## src/rtl/exec_unit.sv

```systemverilog
// exec_unit -- execute/writeback stage between the regfile read ports and
// its write port.
//
// Build option: define EXEC_MUL_EN to include the iterative shift-add
// multiplier (op 10). Without it, op 10 is reported as illegal, busy is
// tied low and in_ready is tied high.
//
// Ports:
//   clk, rst_n          clock (rising edge), asynchronous active-low reset
//   in_valid/in_ready   issue handshake; accept = in_valid & in_ready
//   op                  0 ADD 1 SUB 2 AND 3 OR 4 XOR 5 SLL 6 SRL 7 SRA
//                       8 SLT 9 SLTU 10 MUL, 11-15 illegal
//   rd_in, a, b         destination address and operands (rv1/rv2)
//   we, rd, wb_data     regfile write-back triple (we is a 1-cycle pulse)
//   busy                multiply in progress
//   illegal             1-cycle pulse after an illegal op is accepted
module exec_unit #(
  parameter int XLEN = 32,
  parameter int AW   = 5,
  parameter int SHW  = 5
) (
  input  logic            clk,
  input  logic            rst_n,
  input  logic            in_valid,
  output logic            in_ready,
  input  logic [3:0]      op,
  input  logic [AW-1:0]   rd_in,
  input  logic [XLEN-1:0] a,
  input  logic [XLEN-1:0] b,
  output logic            we,
  output logic [AW-1:0]   rd,
  output logic [XLEN-1:0] wb_data,
  output logic            busy,
  output logic            illegal
);

  typedef enum logic [3:0] {
    OP_ADD  = 4'd0,
    OP_SUB  = 4'd1,
    OP_AND  = 4'd2,
    OP_OR   = 4'd3,
    OP_XOR  = 4'd4,
    OP_SLL  = 4'd5,
    OP_SRL  = 4'd6,
    OP_SRA  = 4'd7,
    OP_SLT  = 4'd8,
    OP_SLTU = 4'd9,
    OP_MUL  = 4'd10
  } op_e;

  logic [SHW-1:0]  shamt;
  logic [XLEN-1:0] alu_res;
  logic            alu_legal;
  logic            accept;
  logic            mul_op;
  logic            mul_start;

  assign shamt = b[SHW-1:0];

  // Single-cycle ALU; op 10 falls into the default arm and is handled by
  // the multiplier (or reported illegal when the multiplier is absent).
  always_comb begin
    alu_res   = '0;
    alu_legal = 1'b1;
    case (op)
      OP_ADD:  alu_res = a + b;
      OP_SUB:  alu_res = a - b;
      OP_AND:  alu_res = a & b;
      OP_OR:   alu_res = a | b;
      OP_XOR:  alu_res = a ^ b;
      OP_SLL:  alu_res = a << shamt;
      OP_SRL:  alu_res = a >> shamt;
      OP_SRA:  alu_res = $signed(a) >>> shamt;
      OP_SLT:  alu_res = {{(XLEN-1){1'b0}}, $signed(a) < $signed(b)};
      OP_SLTU: alu_res = {{(XLEN-1){1'b0}}, a < b};
      default: alu_legal = 1'b0;
    endcase
  end

  assign mul_start = accept && mul_op;

`ifdef EXEC_MUL_EN
  typedef enum logic {
    S_IDLE,
    S_MUL
  } state_e;

  state_e          state_q, state_d;
  logic [SHW-1:0]  cnt_q;
  logic [XLEN-1:0] acc_q, ma_q, mb_q, acc_next;
  logic [AW-1:0]   mrd_q;
  logic            mul_last;

  assign mul_op   = (op == OP_MUL);
  assign accept   = in_valid && in_ready;
  assign mul_last = (state_q == S_MUL) && (cnt_q == SHW'(XLEN-1));

  // ma_q is shifted left and mb_q right once per step, so ma_q always
  // equals a << cnt and mb_q[0] is bit cnt of the original b.
  assign acc_next = acc_q + (mb_q[0] ? ma_q : '0);

  always_comb begin
    state_d  = state_q;
    in_ready = 1'b1;
    busy     = 1'b0;
    case (state_q)
      S_IDLE: begin
        if (mul_start) state_d = S_MUL;
      end
      S_MUL: begin
        in_ready = 1'b0;
        busy     = 1'b1;
        if (mul_last) state_d = S_IDLE;
      end
      default: state_d = S_IDLE;
    endcase
  end

  always_ff @(posedge clk or negedge rst_n) begin
    if (!rst_n) begin
      state_q <= S_IDLE;
      cnt_q   <= '0;
      acc_q   <= '0;
      ma_q    <= '0;
      mb_q    <= '0;
      mrd_q   <= '0;
    end else begin
      state_q <= state_d;
      if (mul_start) begin
        cnt_q <= '0;
        acc_q <= '0;
        ma_q  <= a;
        mb_q  <= b;
        mrd_q <= rd_in;
      end else if (state_q == S_MUL) begin
        cnt_q <= cnt_q + SHW'(1);
        acc_q <= acc_next;
        ma_q  <= ma_q << 1;
        mb_q  <= mb_q >> 1;
      end
    end
  end
`else
  assign mul_op   = 1'b0;
  assign in_ready = 1'b1;
  assign busy     = 1'b0;
  assign accept   = in_valid;
`endif

  // Write-back registers; we and illegal default low so each is a pulse.
  always_ff @(posedge clk or negedge rst_n) begin
    if (!rst_n) begin
      we      <= 1'b0;
      rd      <= '0;
      wb_data <= '0;
      illegal <= 1'b0;
    end else begin
      we      <= 1'b0;
      illegal <= 1'b0;
      if (accept) begin
        if (alu_legal) begin
          we      <= (rd_in != '0);
          rd      <= rd_in;
          wb_data <= alu_res;
        end else if (!mul_start) begin
          illegal <= 1'b1;
        end
      end
`ifdef EXEC_MUL_EN
      if (mul_last) begin
        we      <= (mrd_q != '0);
        rd      <= mrd_q;
        wb_data <= acc_next;
      end
`endif
    end
  end

endmodule

```

## config.mk

```make
export PLATFORM = sky130hd
export DESIGN_NAME = exec_unit
export DESIGN_NICKNAME = d
export VERILOG_FILES = /design/src/rtl/exec_unit.sv
export SDC_FILE = /design/constraint.sdc
export NUM_CORES = 1
export LEC_CHECK = 0
export BUFFER_PORTS_ARGS = -buffer_cell sky130_fd_sc_hd__buf_2
export CORE_ASPECT_RATIO = 1.4
export CORE_MARGIN = 1
export CORE_UTILIZATION = 65
export DETAILED_ROUTE_END_ITERATION = 10
export PLACE_DENSITY = 0.95
export SETUP_SLACK_MARGIN = 0.1
export SYNTH_ARGS = -nofsm -noshare
export SYNTH_HDL_FRONTEND = slang
export SYNTH_SLANG_ARGS = --single-unit
```

## constraint.sdc

```tcl
create_clock -name clk -period 2.1 [get_ports clk]
set_input_delay 0 -clock clk [delete_from_list [all_inputs] [get_ports clk]]
set_output_delay 0 -clock clk [all_outputs]
set_load 0.02 [all_outputs]
```

==> metrics.log, run 1 <==
INFO  metric run_status = stopped before the end
INFO  metric stop_stage = clock tree synthesis
INFO  metric run.stop_error = [ERROR DPL-0038] Utilization greater than 100%, impossible to legalize
INFO  metric yosysSeqAreaShare = 0.09873
INFO  metric synth.avg_cell_area = ~7.0 um2
INFO  metric cts.sink_count = 39
INFO  metric place.detailed.hpwl = 44.43 mm
INFO  metric ys.flop_type = dfrtp_1
INFO  metric yosys.area.top_type_share = 0.1241
INFO  metric syn_inst = 1,413
INFO  metric place_inst = around 2,000
INFO  metric synth_area = a little under 0.01 mm2
INFO  metric htree_levels = 2
INFO  metric cts_max_path_buffers = 2
INFO  metric number_of_nets_in_the_synthesized_netlist = ~1,600
INFO  metric core.rowCount = 53
INFO  metric post_cts_setup_buffers = 36
INFO  metric total_of_buffers_placed_on_input_and_output_ports = 114
INFO  metric synth.ff_latch_count = 39
INFO  metric async_reset_ff_frac = 1.000
INFO  metric synth-warning-count = 0
INFO  metric cts_root_buffer = clkbuf_16
INFO  metric cts_hold_buffers = 7
INFO  metric initial_utilization = 0.6625
INFO  metric fp.dieH = roughly 150 um
INFO  metric yosysTopAreaCell = ha_1
INFO  metric number_of_flops_mapped_to_enable_cells_by_yosys = 0
INFO  metric chipWidth = 106.2 um
INFO  metric pin_count = 117
INFO  metric synth.distinct_cells = slightly above 80
INFO  metric numCtsBuffers = 5
INFO  metric gp_routability_congestion = around 1.2
INFO  metric top_post_synthesis_cells_by_area = ha_1 (12%), dfrtp_1 (9.9%), a21oi_1 (7.5%), nor2_1 (6.7%), mux4_2 (5.5%)
INFO  metric post_cts.resized_instances = just under 200
-- per-stage QoR --
stage / instance area (um2) / worst slack (ns) / util / setup TNS (ns)
floorplan: 10250 / -0.4612 / - / -4.258
global placement: 13560 / -0.6668 / 0.9089 / -13.28
detailed placement: 13560 / -0.8268 / 0.9089 / -19.18
-- Yosys cell counts (5+ instances only) --
master	count
buf_1	14
o31ai_1	7
dfrtp_1	39
a2111oi_0	5
o22ai_1	9
buf_2	22
a221o_1	8
a31o_2	5
nand3_1	19
ha_1	98
clkbuf_1	63
a41oi_1	5
mux2_2	13
a31oi_1	26
nand2_1	130
or4_1	5
a21o_1	15
inv_1	102
a311oi_1	6
nor3_1	33
a21boi_0	8
a211oi_1	26
a221oi_1	31
o32a_1	7
and2_1	8
o21bai_1	13
o21ai_0	101
a21oi_1	148
nand4_1	11
mux2i_1	46
mux4_2	24
o221ai_1	14
and3_1	6
nor2_1	176
xnor2_1	7
o2111ai_1	15
buf_6	5
nand2b_1	6
nor2b_1	13
nor4_1	13
o211ai_1	30
o211a_1	6
o22a_1	9
-- cells by family after synthesis --
| logic type | count (synthesis) | synth area share |
|---|---|---|
| buf+inv | 211 | 0.08747 |
| mux | 83 | 0.1161 |
| xor+xnor | 9 | 0.007975 |
| compound gates | 535 | 0.3679 |
| fa+ha+maj | 100 | 0.1281 |
| simple gates | 434 | 0.1930 |
| other cells | 2 | 0.0007598 |
| flops | 39 | 0.09873 |
==> inputs of run 2 (changes only) <==
CORE_ASPECT_RATIO = unset   (was 1.4)
CORE_UTILIZATION = 40   (was 65)
PLACE_DENSITY = unset   (was 0.95)
PLACE_DENSITY_LB_ADDON = 0.15   (was unset)
SETUP_SLACK_MARGIN = unset   (was 0.1)
==> run 2 against run 1 <==
  * Synthesized area is the same
  * Synthesized cell count is the same
  * The flow now finishes, with violations (setup timing)
==> metrics.log, run 2 <==
INFO  metric gp_routability_congestion = ~1.0
INFO  metric tritoncts = done
INFO  metric place.detailed.hpwl = between 40 and 50 mm
INFO  metric clock_power_share = 0.134
INFO  metric arrival_time_of_the_worst_setup_path = 2.65 ns
INFO  metric criticalPathCategory = input pin to register
INFO  metric cp_max_fo = 3
INFO  metric maxCapViolCount = 0
INFO  metric yosysTopAreaCell = ha_1
INFO  metric initial_utilization = 0.4076
INFO  metric cts_max_path_buffers = 2
INFO  metric holdCritPathClass = input pin to register
INFO  metric largest_net_degree_at_the_start_of_global_routing = between 80 and 90
INFO  metric r2r-end = wb_data[30]
INFO  metric number_of_flops_mapped_to_enable_cells_by_yosys = 0
INFO  metric most_frequent_cell_on_critical_path = o21a_4
INFO  metric post-route-min-period = 2.457 ns
INFO  metric cts.reportedPaths.clkPinSlew = around 0.070 ns
INFO  metric crit_path_capture_type = register
INFO  metric power.combinational.fraction = 0.715
INFO  metric pwr_density_cell = between 400 and 500 mW/mm2
INFO  metric worst_slack = -0.3566 ns
INFO  metric clk_latency = slightly above 0.3 ns
INFO  metric hp-start = op[3]
INFO  metric remaining_drcs = 0
INFO  metric fraction_of_power_consumed_by_sequential_logic = 0.151
INFO  metric setup_violations = 23
INFO  metric post-route-util = 0.6644
INFO  metric ys.flop_type = dfrtp_1
INFO  metric post_route_cells_drive_above_1_share = 0.4531
INFO  metric timing.critical_path.required = between 2 and 2.5 ns
INFO  metric vdd.ir_drop.worst = ~0.33 mV
INFO  metric synth_most_common_cell = nor2_1
INFO  metric num_antenna_cells = 0
INFO  metric p_leak = between 7 and 8 nW
INFO  metric synth.avg_cell_area = ~7.0 um2
INFO  metric fin_nets = around 2,100
INFO  metric run_status = finished with violations
INFO  metric largest_register_by_flop_count = wb_data
INFO  metric drt_first_iter_violations = 1,630
INFO  metric postRouteAntennaNets = 0
INFO  metric fmax = a little over 400 MHz
INFO  metric post_drt_via_cell_ratio = ~6.2
INFO  metric yosysSeqAreaShare = 0.09873
INFO  metric chipWidth = about 160 um
INFO  metric overflow_left_after_global_routing = 0
INFO  metric place_inst = 2,205
INFO  metric async_reset_ff_frac = 1.000
INFO  metric fillers = roughly 2,200
INFO  metric drtPass1Iterations = 6
INFO  metric finalHoldViolCount = 0
INFO  metric core.rowCount = between 50 and 60
INFO  metric whs_path_depth = 4
INFO  metric yosys.area.top_type_share = 0.1241
INFO  metric top_post_synthesis_cells_by_area = ha_1 (12%), dfrtp_1 (9.9%), a21oi_1 (7.5%), nor2_1 (6.7%), mux4_2 (5.5%)
INFO  metric placeableCoreArea = between 0.02 and 0.025 mm2
INFO  metric largest_reg_flops = 32
INFO  metric dr_total_vias = between 10,000 and 15,000
INFO  metric crit-reg2reg-launch = wb_data[30]
INFO  metric htree_levels = 2
INFO  metric floorplan.die_area = around 0.025 mm2
INFO  metric synth_area = a little under 0.01 mm2
INFO  metric timing_max_transition_violations_final = 0
INFO  metric total_of_buffers_placed_on_input_and_output_ports = between 100 and 150
INFO  metric p_sw = a little over 3 mW
INFO  metric synth.ff_latch_count = 39
INFO  metric synth-warning-count = 0
INFO  metric cts.sink_count = 39
INFO  metric number_of_nets_in_the_synthesized_netlist = ~1,600
INFO  metric seqCellArea = approximately 980 um2
INFO  metric area_delta_synth_final = 63.00%
INFO  metric routed_wirelength = about 55 mm
INFO  metric post_dp_cell_area = between 0.01 and 0.015 mm2
INFO  metric grt_first_pass_wirelength = 80.91 mm
INFO  metric syn_inst = between 1,000 and 1,500
INFO  metric track_usage = 0.4211
INFO  metric layout_common_cells = buf_4 (463), nor2_1 (166), nand2_1 (127), a21oi_1 (118), buf_2 (105)
INFO  metric numCtsBuffers = 5
INFO  metric routed_wire_length_per_instance = 24.50 um
INFO  metric worstPathCellList = buf_8 -> inv_4 -> ha_4 -> fa_2 -> o21ba_4 -> or4_4 -> and3_4 -> o21a_4 -> o21a_4 -> o41ai_4 -> o21ba_2 -> o21ai_1 -> o32a_1
INFO  metric critPathTopFamily = compound AO/OA/AOI/OAI gates
INFO  metric period_share = 1.170
INFO  metric rrSetupSlack = around 1.2 ns
INFO  metric first_global_vias = 13,096
INFO  metric grt_antenna_before_repair = 1
INFO  metric final_common_cell = buf_4
INFO  metric cts_root_buffer = clkbuf_16
INFO  metric worst-r2r-cell-count = 2
INFO  metric grt_setup_unrepaired = yes
INFO  metric highest_cell_delay_on_the_worst_timing_path = about 0.45 ns
INFO  metric maxSlewHeadroom = 0.3727
INFO  metric crit_buf_inv = 2
INFO  metric layoutNonFillerInstCount = ~2,300
INFO  metric pin_count = roughly 120
INFO  metric slew_at_the_pin_with_the_worst_max_slew_slack = 0.9410 ns
INFO  metric fp.dieH = 159.2 um
INFO  metric top_regs = wb_data x32, rd x5
INFO  metric violations_in_the_final_reports = setup timing
INFO  metric swShare = 0.4710
INFO  metric worst_hold_path.endpoint = illegal
INFO  metric synth_common_cells = nor2_1 (176), a21oi_1 (148), nand2_1 (130)
INFO  metric finalSetupTns = -3.628 ns
INFO  metric timing.critical_path.from_type = input pin
INFO  metric synth.distinct_cells = a little over 80
INFO  metric dp_slack = -0.8592 ns
INFO  metric cp_slowest_cell = or4_4
INFO  metric internal_power = between 3 and 4 mW
INFO  metric multi_input_comb_area = around 0.0093 mm2
INFO  metric timing.clock.skew = 0 ns
INFO  metric finish.instance_area = ~0.016 mm2
==> run 2: cell counts after synthesis <==
No cell type changed its count.
==> run 2: power by group through the flow <==
stage | Clock [mW] | Combinational (mW) | Sequential [mW]
6_report | 0.862 | 4.61 | 0.976
5_1_grt | 0.886 | 4.86 | 0.984
4_1_cts | 0.872 | 4.17 | 0.971
3_5_place_dp | 0 | 3.90 | 0.984
3_3_place_gp | 0 | 3.89 | 0.983
2_1_floorplan | 0 | 1.83 | 1.12
==> run 2: stage by stage <==
stage,power (mW),hold WS [ns]
after global placement,4.870,0.01150
after detailed placement,4.887,0.01218
after CTS,6.014,0.1359
after floorplan,2.954,-0.2956
after global routing,6.732,0.1940
final,6.449,0.1551
==> run 2: how the worst max path moves through the flow <==
stage,startpoint,end,slack (ns),depth (start not counted)
6_report,a[0],wb_data[18],-0.36,13
2_1_floorplan,b[4],wb_data[18],-0.46,13
3_3_place_gp,a[0],wb_data[30],-0.81,13
4_1_cts,a[0],wb_data[18],-0.31,13
3_5_place_dp,a[0],wb_data[30],-0.86,13
5_1_grt,a[0],wb_data[26],-0.40,13
==> run 2: layer usage <==
metal,track usage,wire [um],vias to the layer above
li1,-,-,6321
met2,0.6866,25160,860
met3,0.04585,4756,166
met4,0.2408,3972,2
met5,0,8,-
met1,0.5409,21570,6585
==> run 2: final cells by class <==
type                       instances  share of cell area
sequential                        39             0.06057
timing repair buffer             625              0.2993
clock buffer                       5            0.007766
tap                              324             0.02516
multi-input combinational       1163              0.5775
inverter                         105             0.02827
clock inverter                     3            0.001475
==> run 2: cell families after synthesis <==
logic type,share of synthesized area
adder cells (fa/ha/maj),0.1281
AND/OR/NAND/NOR,0.1930
other,0.0007598
XOR/XNOR,0.007975
AO/OA/AOI/OAI,0.3679
buffers and inverters,0.08747
multiplexers,0.1161
flip-flops,0.09873
==> run 2: worst register-to-register path, stage by stage (launching register included) <==
cell	delay [ns]
dfrtp_1	0.40
o21ai_0	0.25
o32ai_2	0.13
==> run 2: timing repair <==
| action | in CTS | in global routing |
|---|---|---|
| hold buffers | 7 | 0 |
| setup endpoints to repair | 28 | 32 |
| gates resized for setup | 139 | 168 |
| buffers inserted | 11 | 30 |
| endpoints found under the hold margin | 23 | 0 |
| pin swaps | 43 | 82 |
| gates cloned | 2 | 2 |
Power figures use the tool's default switching activity.
